===== src/rtl/rr_mux_arbiter.sv =====
// Round-robin arbiter sharing one N_BITS-wide 8:1 mux between 8 requesters.
// A grant lasts up to MAX_HOLD accepted beats, or ends early when the granted
// requester drops its request. One IDLE cycle always separates two grants.
//
// Output handshake: Out_Valid/Out_Ready form a valid/ready pair; a beat moves
// on every cycle where both are high, and Ack strobes the granted requester in
// that same cycle. While Out_Valid is high and Out_Ready is low, all state is
// held and Out_Data stays stable.
module rr_mux_arbiter #(
   parameter int N_BITS   = 8,
   parameter int MAX_HOLD = 4
) (
   input  logic              clk,
   input  logic              reset,
   input  logic [7:0]        Request,
   input  logic [N_BITS-1:0] Data_0,
   input  logic [N_BITS-1:0] Data_1,
   input  logic [N_BITS-1:0] Data_2,
   input  logic [N_BITS-1:0] Data_3,
   input  logic [N_BITS-1:0] Data_4,
   input  logic [N_BITS-1:0] Data_5,
   input  logic [N_BITS-1:0] Data_6,
   input  logic [N_BITS-1:0] Data_7,
   input  logic              Out_Ready,
   output logic [7:0]        Grant,
   output logic [2:0]        Selector,
   output logic [N_BITS-1:0] Out_Data,
   output logic              Out_Valid,
   output logic [7:0]        Ack,
   output logic              Busy
);

   localparam int BW = (MAX_HOLD > 1) ? $clog2(MAX_HOLD) : 1;
   localparam logic [BW-1:0] LAST_BEAT = BW'(MAX_HOLD - 1);

   typedef enum logic {IDLE, GRANT} state_t;

   state_t      state_q, state_d;
   logic [2:0]  ptr_q, ptr_d;
   logic [BW-1:0] beat_q, beat_d;
   logic [7:0]  grant_q, grant_d;
   logic [2:0]  sel_q, sel_d;

   logic        pick_found;
   logic [2:0]  pick_idx;
   logic [2:0]  scan_idx;
   logic [N_BITS-1:0] mux_data;
   logic        out_valid;
   logic        xfer;

   // Rotating priority scan: first requester at or after the pointer wins.
   always_comb begin
      pick_found = 1'b0;
      pick_idx   = 3'd0;
      scan_idx   = 3'd0;
      for (int i = 0; i < 8; i++) begin
         scan_idx = ptr_q + 3'(i);
         if (!pick_found && Request[scan_idx]) begin
            pick_found = 1'b1;
            pick_idx   = scan_idx;
         end
      end
   end

   // Shared 8:1 data mux steered by the registered selector.
   always_comb begin
      mux_data = '0;
      case (sel_q)
         3'd0: mux_data = Data_0;
         3'd1: mux_data = Data_1;
         3'd2: mux_data = Data_2;
         3'd3: mux_data = Data_3;
         3'd4: mux_data = Data_4;
         3'd5: mux_data = Data_5;
         3'd6: mux_data = Data_6;
         default: mux_data = Data_7;
      endcase
   end

   // Output port: valid only while the granted requester still requests.
   always_comb begin
      out_valid = (state_q == GRANT) && Request[sel_q];
      xfer      = out_valid && Out_Ready;
      Out_Valid = out_valid;
      Out_Data  = out_valid ? mux_data : '0;
      Ack       = xfer ? grant_q : 8'd0;
   end

   // Next-state logic: arbitrate in IDLE, count beats and release in GRANT.
   always_comb begin
      state_d = state_q;
      ptr_d   = ptr_q;
      beat_d  = beat_q;
      grant_d = grant_q;
      sel_d   = sel_q;
      case (state_q)
         IDLE: begin
            if (pick_found) begin
               state_d = GRANT;
               grant_d = 8'd1 << pick_idx;
               sel_d   = pick_idx;
               beat_d  = '0;
            end
         end
         GRANT: begin
            if (!out_valid || (xfer && (beat_q == LAST_BEAT))) begin
               state_d = IDLE;
               ptr_d   = sel_q + 3'd1;
               grant_d = 8'd0;
               sel_d   = 3'd0;
               beat_d  = '0;
            end else if (xfer) begin
               beat_d = beat_q + 1'b1;
            end
         end
         default: begin
            state_d = IDLE;
            grant_d = 8'd0;
            sel_d   = 3'd0;
            beat_d  = '0;
         end
      endcase
   end

   // State registers; reset dominates and aborts any grant in progress.
   always_ff @(posedge clk) begin
      if (reset) begin
         state_q <= IDLE;
         ptr_q   <= 3'd0;
         beat_q  <= '0;
         grant_q <= 8'd0;
         sel_q   <= 3'd0;
      end else begin
         state_q <= state_d;
         ptr_q   <= ptr_d;
         beat_q  <= beat_d;
         grant_q <= grant_d;
         sel_q   <= sel_d;
      end
   end

   assign Grant    = grant_q;
   assign Selector = sel_q;
   assign Busy     = (state_q == GRANT);

endmodule


===== config.mk =====
export PLATFORM = sky130hd
export DESIGN_NAME = rr_mux_arbiter
export DESIGN_NICKNAME = d
export VERILOG_FILES = /design/src/rtl/rr_mux_arbiter.sv
export SDC_FILE = /design/constraint.sdc
export NUM_CORES = 1
export LEC_CHECK = 0
export BUFFER_PORTS_ARGS = -buffer_cell sky130_fd_sc_hd__buf_2
export CAP_MARGIN = 25
export CORE_UTILIZATION = 44
export CTS_CLUSTER_SIZE = 28
export DETAILED_ROUTE_END_ITERATION = 10
export GPL_ROUTABILITY_DRIVEN = 0
export PLACE_DENSITY = 0.78
export SLEW_MARGIN = 20
export SYNTH_ARGS = -nofsm -noshare
export SYNTH_HDL_FRONTEND = slang
export SYNTH_SLANG_ARGS = --single-unit

===== constraint.sdc =====
create_clock -name clk -period 3.1 [get_ports clk]
set_input_delay 0.31 -clock clk [delete_from_list [all_inputs] [get_ports clk]]
set_output_delay 0.31 -clock clk [all_outputs]
set_load 0.01 [all_outputs]

-- Word-level counts from Yosys, hierarchy flattened
Cells that the tools add are included.
- bits in registers: 17
- output and inout port bits: 29
- input port bits: 75
- logic and storage cells: 108
- equality and inequality tests: 10
- $lt $le $gt $ge: 9
- bitwise logic cells: 1
- reductions and logical operators: 23
- add/sub/neg operators: 9
- muxes and demuxes: 50
- shifts and indexed selects: 1
- operator list (operator ; count):
    $pmux 8 s7 ; 1
    $lt 3x4->1 const B ; 9
    $mux 8 ; 4
    $mux 3 ; 10
    $bmux 1 s3 ; 9
    $mux 1 ; 19
    $pmux 8 s2 ; 1
    $add 3x3->3 const B ; 4
    $logic_and 1x1->1 ; 10
    $eq 3x3->1 const B ; 3
    $logic_not 1->1 ; 8
    $shl 1x3->8 const A ; 1
    $add 3x1->3 const B ; 2
    $add 3x2->3 const B ; 2
    $eq 3x2->1 const B ; 2
    $mux 2 ; 3
    $pmux 3 s2 ; 1
    $reduce_and 2->1 ; 3
    $pmux 2 s2 ; 1
    $eq 3x1->1 const B ; 1
    $logic_not 3->1 ; 1
    $ne 3x1->1 const B ; 1
    $add 2x1->2 const B ; 1
    $eq 2x2->1 const B ; 1
    other kinds (5) ; 5

-- Depth between registers and ports, before layout
Gate-level depths: netlist of the first run.
- depth after elaboration: 27
- depth in mapped cells: 12
- depth with buffers taken out: 9

-- Least setup slack after synthesis of the first run
No wires, ideal clock.
- kind: reg2reg
- from: reg ptr_q[1]
- to: reg grant_q[6], in the netlist Grant[6]
- required time: 2983 ps
- setup time: 117 ps
- path buffers: 1
- clock period less this slack: 3040 ps
- cell stages (with the launch flop): 11
- path slack: 60 ps
- data arrival time: 2922 ps
- cells stage by stage: dfxtp_1 buf_4 inv_1 ha_1 mux4_1 mux2i_1 and2b_1 o221a_1 nor3_1 or2_1 a32o_1
- longest elaborated chain between the ends: 27
- elaborated cells on any way between the ends: 58
- those cells by class: 7 x add/sub; 1 x eq/ne; 1 x shift; 34 x mux; 15 x reduce/logical
- RTL lines (element ; RTL line ; text):
    from (decl) ; 39 ; logic [2:0] ptr_q, ptr_d;
    from (signal assigned) ; 135 ; ptr_q <= ptr_d;
    parallel branches: the longest is 27 deep, another holds $add 3x1->3 ; -- ;
    to (signal assigned) ; 137 ; grant_q <= grant_d;
    to (decl) ; 41 ; logic [7:0] grant_q, grant_d;
Parallel ways; which one is timed is not known. The select of a mux whose other input is x is not followed.
A chain may end at the register's enable or synchronous reset.

-- Worst setup path in the final report of the first run
- from: reg ptr_q[0]
- to: reg grant_q[7], in the netlist Grant[7]
Same word-level chain as after synthesis.

==> results.cfg, run 1 <==
[pwr]
p_seq_share_pct = 19.7
ir_drop_uv = 315
total_leakage_power_nw = 1.31
intPower_uw = 782
clockPowerShare_pct = 11.4
switching_share_pct = 45.7
p_switching_uw = 658
cellPowerDensity_nw_per_um2 = 475
p_comb_share_pct = 68.9

[clocking]
clock-root-buffer = clkbuf_8
cts.sinks = 17
hold_buffers = 0
clock_latency_ns = 0.25
cts_buffers = 3
cts.htree.levels = 1
path_clk_slew_ns = 0.07
cts_tree = yes
clock_path_buffers = 2

[synthesis]
synth.area.top_cells = dfxtp_1 14%, mux4_2 13%, a222oi_1 7.6%, mux2i_1 5.1%, ha_1 4.2%
synth.largest_area_cell = dfxtp_1
ys_seq_area_share_pct = 14.4
synthArstFlopShare_pct = 0
synth_ff_type = dfxtp_1
syn_nets = 342
synth_edf_count = 0
postSynthAreaPerCell_um2 = 9.13
ys_warn_count = 0
netlist_area_um2 = 2360
synth_seq_cells = 17
synthesis.instances = 259
synth_top_area_share_pct = 14.4
yosysUniqueCellTypes = 61

[drt]
wire_per_inst_um = 16.7
vias = 2596
drt_wl_total_mm = 7.19
drcViolationCount = 0
vias_per_cell = 6.04
postRouteAntennaNets = 0
drt-pass1-iter-count = 6
drtIter0Drc = 136

[critical_path]
r2r-start = ptr_q[0]
cp-endpoint = Grant[7]
rr_worst_depth = 9
cp_slowest_stage_delay_ns = 0.64
worstReg2RegEnd = Grant[7]
critPathMaxFanout = 9
r2r_slack_ns = 0.21
worstSetupPathType = flip-flop to flip-flop
crit_path_cell_trace = inv_2, ha_4, mux4_1, mux2i_1, and2b_1, o221a_1, nor3_1, or2_1, a32o_1
cp.required_ns = 3.24
crit_arrival_ns = 3.03
cp-end-kind = flip-flop
startpoint_type = flip-flop
crit_path_start = ptr_q[0]
crit_slowest_cell = mux4_1

[grt]
grt.overflow.total = 0
grt_pass1_vias = 2197
grt_usage_pct = 24.0
antenna_found_initial = 1
grt_max_degree = 18
grt_pass1_wl_mm = 10.4

[floorplanning]
initial_core_util_pct = 46.0
core_um2 = 5140
io-pin-count = 104
num_rows = 26
die_w_um = 75.3
die_area_um2 = 5670
dieHeight_um = 75.3

[final_layout]
post-route-util_pct = 59.0
layout.nets = 443
final_common_cell = buf_2
area_delta_synth_final_pct = 28.3
drive_gt1_share_pct = 46.2
final_cell_mix = 103 x buf_2, 23 x nand2_1, 22 x nor2_1

[job]
cap_viol_max_count = 0

[timing]
relSlewSlack_pct = 61.0
slew_violations = 0
worst_pin_slew_ns = 0.585
fin_crit_ns = 2.89
rsz0062_at_grt = no
clock_skew_ns = 0.00350
fmax_mhz = 346
hold_viol = 0
fin_crit_sh_pct = 93.1
finalSetupTns_ns = 0
setup_violations = 0

[run_status]
status = finished, final reports clean

[worst_hold_path]
min_path_cells = 2
worstHoldPathType = input port to flip-flop

[placed_design]
port_buffers = 103
dp_hpwl_mm = 5.49
sequential cells by signal, summed over array words and instances (netlist names):
name / flops
ptr_q: 3
Selector: 3
Busy: 1
Grant: 8
beat_q: 2
cell type report:
type | instances | area [µm²]
Fill cell | 460 | 2110
Sequential cell | 17 | 342
Timing Repair Buffer | 114 | 598
Clock inverter | 1 | 5.00
Tap cell | 70 | 87.6
Antenna cell | 1 | 2.50
Multi-Input combinational cell | 214 | 1920
Inverter | 10 | 37.5
Clock buffer | 3 | 41.3
worst max-delay path: cells and delay by family, from the launching register on:
family / cells / cell delay [ns]
buffers and inverters: 1 / 0.06
AOI/OAI and AO/OA: 2 / 0.49
adders and majority gates: 1 / 0.34
and+or+nand+nor: 3 / 0.65
muxes: 2 / 0.87
DFF: 1 / 0.36
cell usage after synthesis (2+ instances only):
cell,number
o21ai_1,2
nor2_1,22
mux4_1,2
nand2b_1,3
mux4_2,14
o41ai_2,2
buf_4,2
dfxtp_1,17
nor3b_2,2
or3_1,2
mux2i_1,12
a211oi_1,4
a21oi_1,13
a32o_1,5
inv_1,8
o41ai_1,2
a22oi_1,5
nand3_1,6
a222oi_1,18
and2_1,11
a31oi_1,2
xnor2_1,2
o21ai_0,8
mux2_2,5
nand2_1,23
or2_2,2
ha_1,8
or2_0,2
buf_1,2
or2_1,2
a21o_1,2
a32oi_1,3
buf_6,6
clkbuf_1,8
nor2b_1,4
nand4_1,3
through the flow:
stage / cells / cell area, µm² / total power, mW / hold WS (ns) / worst slack [ns]
after floorplan: 259 / 2360 / 0.989 / 0.436 / 0.0604
after global placement: 425 / 2930 / 1.21 / 0.443 / 0.0982
after detailed placement: 425 / 2930 / 1.23 / 0.450 / 0.0207
after CTS: 429 / 2980 / 1.40 / 0.357 / 0.0830
after global routing: 430 / 3030 / 1.54 / 0.388 / 0.0770
final: 430 / 3030 / 1.44 / 0.379 / 0.213
cell families after synthesis:
logic type | after synthesis | synth area share [%]
compound gates | 77 | 28.5
xor+xnor | 3 | 1.91
fa+ha+maj | 8 | 4.23
buf+inv | 28 | 6.67
flops | 17 | 14.4
mux | 34 | 24.0
simple gates | 92 | 20.4
routing by layer:
| layer | share of wire, % | routed length, µm | vias to the layer above | GRT usage (%) |
|---|---|---|---|---|
| met4 | 0.93 | 67 | 0 | 4.94 |
| met2 | 52 | 3750 | 123 | 46.3 |
| met1 | 39 | 2790 | 1227 | 27.3 |
| met5 | 0 | 0 | - | 0 |
| met3 | 8.1 | 583 | 10 | 4.76 |
| li1 | - | - | 1236 | - |
power groups by stage:
| stage | combinational [mW] | clock [mW] | sequential (mW) |
|---|---|---|---|
| 2_1_floorplan | 0.700 | 0 | 0.290 |
| 3_3_place_gp | 0.927 | 0 | 0.285 |
| 3_5_place_dp | 0.944 | 0 | 0.288 |
| 4_1_cts | 0.950 | 0.167 | 0.283 |
| 5_1_grt | 1.08 | 0.180 | 0.288 |
| 6_report | 0.992 | 0.165 | 0.283 |
what timing repair did:
| item | 4_1_cts | 5_1_grt |
|---|---|---|
| resized for setup | 1 | 9 |
| endpoints found under the hold margin | 0 | 0 |
| setup buffers | 0 | 0 |
| pin swaps | 0 | 1 |
| setup endpoints to repair | 5 | 9 |
worst min path at each step:
| stage | from | end | slack, ns |
|---|---|---|---|
| 4_1_cts | reset | beat_q[1] | 0.36 |
| 3_3_place_gp | beat_q[1] | beat_q[1] | 0.44 |
| 2_1_floorplan | beat_q[1] | beat_q[1] | 0.44 |
| 6_report | reset | ptr_q[0] | 0.38 |
| 5_1_grt | reset | Busy | 0.39 |
| 3_5_place_dp | beat_q[1] | beat_q[1] | 0.45 |
Note: power is estimated with default switching activity, not from simulation.
==> run 2, diff against run 1 <==
--- a/config.mk
+++ b/config.mk
@@ -7,6 +7,7 @@
 export LEC_CHECK = 0
 export BUFFER_PORTS_ARGS = -buffer_cell sky130_fd_sc_hd__buf_2
 export CAP_MARGIN = 25
+export CORE_MARGIN = 2
 export CORE_UTILIZATION = 44
 export CTS_CLUSTER_SIZE = 28
 export DETAILED_ROUTE_END_ITERATION = 10
==> run 2 against run 1 <==
Compared with the run above:
- clock-buffer cell count is 1 higher
- design area hardly changed
- non-clock buffer count grew 2
- routed wire length is 2.0% higher
- sequential power shrank 3%
- clock power hardly changed
- die area is 5.4% higher
- first-iteration DRC count shrank 8.1%
==> results.cfg, run 2 (synthesis gave the netlist of run 1 again) <==
[pwr]
total_power_mw = 1.45
total_leakage_power_nw = 1.33
ir_drop_uv = 252
cellPowerDensity_nw_per_um2 = 478

[final_layout]
final_cell_mix = 103 x buf_2, 23 x nand2_1, 22 x nor2_1
largest_register_ffs = 8
area_delta_synth_final_pct = 28.4
layout.nets = 445
design_area_um2 = 3040
antenna_cells = 0
drive_gt1_share_pct = 46.0
final_cells = 431
final_common_cell = buf_2

[grt]
grt.overflow.total = 0
antenna_found_initial = 0
grt_pass1_vias = 2443
grt_pass1_wl_mm = 11.5
grt_usage_pct = 23.4
grt_max_degree = 18

[clocking]
cts.htree.levels = 1
path_clk_slew_ns = 0.07
clock-root-buffer = clkbuf_8
clock_latency_ns = 0.26
post-cts-setup-buffers = 0
clock_path_buffers = 2
cts.sinks = 17
cts_buffers = 3
cts_tree = yes

[timing]
setup_violations = 0
fmax_mhz = 335
fin_crit_sh_pct = 96.2
relSlewSlack_pct = 60.8
worst_pin_slew_ns = 0.588
fin_crit_ns = 2.98
hold_viol = 0
finalSetupTns_ns = 0
worst_slack_ns = 0.117
clock_skew_ns = 0.00483
slew_violations = 0

[drt]
wire_per_inst_um = 17.0
postRouteAntennaNets = 0
vias_per_cell = 6.05
drtIter0Drc = 125
drcViolationCount = 0
vias = 2609
drt_wl_total_mm = 7.34
drt-pass1-iter-count = 5

[critical_path]
worstSetupPathType = flip-flop to flip-flop
critPathMaxFanout = 8
startpoint_type = flip-flop
cp-end-kind = flip-flop
cp.required_ns = 3.26
crit_arrival_ns = 3.14

[placed_design]
pre_cts_ws_ns = 0.0680
dp_hpwl_mm = 5.66
dp.cells = 427
port_buffers = 103
placed_cell_area_um2 = 2950

[floorplanning]
die_area_um2 = 5980
num_rows = 26
dieHeight_um = 77.3
die_w_um = 77.3
initial_core_util_pct = 46.0
io-pin-count = 104
core_um2 = 5140

[run_status]
status = finished, final reports clean

[worst_hold_path]
worstHoldPathType = input port to flip-flop

[job]
cap_viol_max_count = 0
## run 2: path summary, 6_finish.rpt
kind | end | depth (start not counted) | slack (ns) | start
worst max register to register | Grant[4] | 11 | 0.12 | ptr_q[1]
worst min register to register | beat_q[1] | 2 | 0.46 | beat_q[1]
worst max-delay path | Grant[4] | 11 | 0.12 | ptr_q[1]
worst min-delay path | Selector[2] | 2 | 0.35 | reset
## run 2: through the flow
step                      hold WS [ns]  util [%]
after floorplan                  0.436         -
after global placement           0.443      57.3
after detailed placement         0.458      57.3
after CTS                        0.346      58.2
after global routing             0.358      59.1
final                            0.352      59.1
## run 2: critical path: stages (launching register included)
cell     delay (ns)
dfxtp_1        0.34
inv_1          0.08
ha_4           0.31
buf_4          0.18
mux2i_1        0.10
mux4_2         0.47
a32o_1         0.32
buf_4          0.20
a21oi_1        0.25
o21ai_1        0.17
and3_4         0.21
o41ai_2        0.26
## run 2: routing by layer
layer  part of all wire [%]  vias to the layer above  track usage, %
li1                       -                     1235               -
met5                      0                        -               0
met3                    6.7                       14            2.82
met2                     52                      102            45.0
met1                     39                     1258            27.0
met4                    1.8                        0            6.43
## run 2: area by class of cell
| cell class | count | area [µm²] |
|---|---|---|
| fillers | 455 | 2100 |
| multi-input cells | 214 | 1910 |
| repair buffers | 116 | 613 |
| flip-flops and latches | 17 | 340 |
| well taps | 70 | 87.6 |
| clock buffers | 4 | 45.0 |
| inverters | 10 | 37.5 |
## run 2: timing repair
item                       4_1_cts  5_1_grt
hold buffers                     0        0
setup endpoints to repair        0        9
gates resized for setup          0        8
## run 2: where the power goes
part           internal [mW]  total (mW)  switching [mW]
Sequential             0.247       0.275          0.0275
Clock                 0.0914       0.168          0.0765
Combinational          0.449        1.01           0.560
==> run 3, diff against run 2 <==
--- a/config.mk
+++ b/config.mk
@@ -7,12 +7,14 @@
 export LEC_CHECK = 0
 export BUFFER_PORTS_ARGS = -buffer_cell sky130_fd_sc_hd__buf_2
 export CAP_MARGIN = 25
+export CELL_PAD_IN_SITES_DETAIL_PLACEMENT = 0
+export CELL_PAD_IN_SITES_GLOBAL_PLACEMENT = 1
 export CORE_MARGIN = 2
-export CORE_UTILIZATION = 44
+export CORE_UTILIZATION = 32
 export CTS_CLUSTER_SIZE = 28
 export DETAILED_ROUTE_END_ITERATION = 10
 export GPL_ROUTABILITY_DRIVEN = 0
-export PLACE_DENSITY = 0.78
+export PLACE_DENSITY_LB_ADDON = 0.1
 export SLEW_MARGIN = 20
 export SYNTH_ARGS = -nofsm -noshare
 export SYNTH_HDL_FRONTEND = slang
==> run 3 against run 2 <==
Compared with the run above:
- maximum frequency up 0.56%
- global-route usage down 4.8 points
- clock power down 3%
- design area up 2.0%
- non-clock buffer count up 5
- critical path type unchanged
==> results.cfg, run 3 (synthesis gave the netlist of run 1 again) <==
[drt]
vias_per_cell = 5.59
drt_wl_total_mm = 7.90
drcViolationCount = 0
drt-pass1-iter-count = 6
drtIter0Drc = 235
vias = 2600
postRouteAntennaNets = 0
wire_per_inst_um = 17.0

[timing]
fin_crit_ns = 2.97
relSlewSlack_pct = 55.0
finalSetupTns_ns = 0
hold_viol = 0
setup_violations = 0
worst_pin_slew_ns = 0.675
fin_crit_sh_pct = 95.7
hold_ws_ns = 0.362
fmax_mhz = 337
slew_violations = 0
worst_slack_ns = 0.134
clock_skew_ns = 0.00831

[critical_path]
worstSetupPathType = flip-flop to flip-flop
crit_path_cell_trace = inv_2, ha_1, buf_4, mux2i_1, mux4_2, a32o_2, buf_4, a41oi_4, a31oi_2, o41ai_1
cp_slowest_stage_delay_ns = 0.47
crit_buf_inv = 3
startpoint_type = flip-flop
crit_slowest_cell = mux4_2
cp-end-kind = flip-flop
critPathMaxFanout = 8
cpMostUsedCell = buf_4
critical-path-top-delay-family = compound AO/OA/AOI/OAI gates
crit_arrival_ns = 3.12
cp.required_ns = 3.25

[clocking]
clock_latency_ns = 0.25
cts.sinks = 17
hold_buffers = 0
cts_tree = yes
cts.htree.levels = 1
clock-root-buffer = clkbuf_8
cts_buffers = 3
clock_path_buffers = 2
path_clk_slew_ns = 0.07

[final_layout]
largest_register_ffs = 8
post-route-util_pct = 42.9
nFillCells = 761
antenna_cells = 0
multi_input_area_um2 = 1900
final_cells = 465
final_cell_mix = 103 x buf_2, 23 x nand2_1, 22 x nor2_1
design_area_um2 = 3100
final_common_cell = buf_2
final-seq-area_um2 = 340
layout.nets = 450
drive_gt1_share_pct = 46.7
area_delta_synth_final_pct = 30.9

[floorplanning]
dieHeight_um = 90.0
die_area_um2 = 8090
num_rows = 31
initial_core_util_pct = 32.8
io-pin-count = 104
die_w_um = 90.0
core_um2 = 7210

[pwr]
total_power_mw = 1.46
p_switching_uw = 665
total_leakage_power_nw = 1.35
p_comb_share_pct = 69.5
switching_share_pct = 45.7
ir_drop_uv = 221
intPower_uw = 791
cellPowerDensity_nw_per_um2 = 471
clockPowerShare_pct = 11.2
p_seq_share_pct = 19.4

[grt]
grt_pass1_wl_mm = 12.6
grt_pass1_vias = 2380
grt.overflow.total = 0
antenna_found_initial = 0
grt_usage_pct = 18.6
grt_max_degree = 18

[placed_design]
pre_cts_ws_ns = 0.0662
port_buffers = 103
dp.cells = 459
placed_cell_area_um2 = 3000
dp_hpwl_mm = 6.22

[job]
cap_viol_max_count = 0

[run_status]
status = finished, final reports clean

[worst_hold_path]
worstHoldPathType = input port to flip-flop
-- run 3: layout make-up --
type / instances / share of cell area [%]
multi-input combinational: 214 / 61.3
tap: 99 / 4.00
clock inverter: 1 / 0.162
sequential: 17 / 11.0
inverter: 10 / 1.21
timing repair buffer: 121 / 21.0
clock buffer: 3 / 1.33
-- run 3: power by group through the flow --
stage / clock (mW) / sequential (mW) / combinational, mW
detailed placement: 0 / 0.287 / 0.984
CTS: 0.168 / 0.283 / 0.989
global route: 0.180 / 0.287 / 1.11
finish: 0.163 / 0.282 / 1.01
floorplan: 0 / 0.290 / 0.700
global placement: 0 / 0.286 / 0.993
-- run 3: final timing paths --
check | start | to | slack (ns) | cells past startpoint
worst max-delay path | ptr_q[0] | Grant[1] | 0.13 | 10
worst min-delay path | reset | Selector[0] | 0.36 | 2
worst max register to register | ptr_q[0] | Grant[1] | 0.13 | 10
worst min register to register | beat_q[1] | beat_q[1] | 0.46 | 2
-- run 3: worst register-to-register path: stages (launching register included) --
cell	delay (ns)
dfxtp_1	0.34
inv_2	0.04
ha_1	0.37
buf_4	0.21
mux2i_1	0.14
mux4_2	0.47
a32o_2	0.33
buf_4	0.18
a41oi_4	0.21
a31oi_2	0.19
o41ai_1	0.38
-- run 3: routing by layer --
layer  global-route usage [%]  part of all wire (%)  vias to the layer above
li1                         -                     -                     1244
met1                     26.6                    44                     1245
met2                     31.4                    48                      105
met3                     2.60                   6.5                        6
met4                     1.28                  0.61                        0
met5                        0                     0                        -
-- run 3: repair_timing --
item                                    CTS  global route
endpoints found under the setup margin    0            10
setup buffers                             0             2
gates resized for setup                   0             6
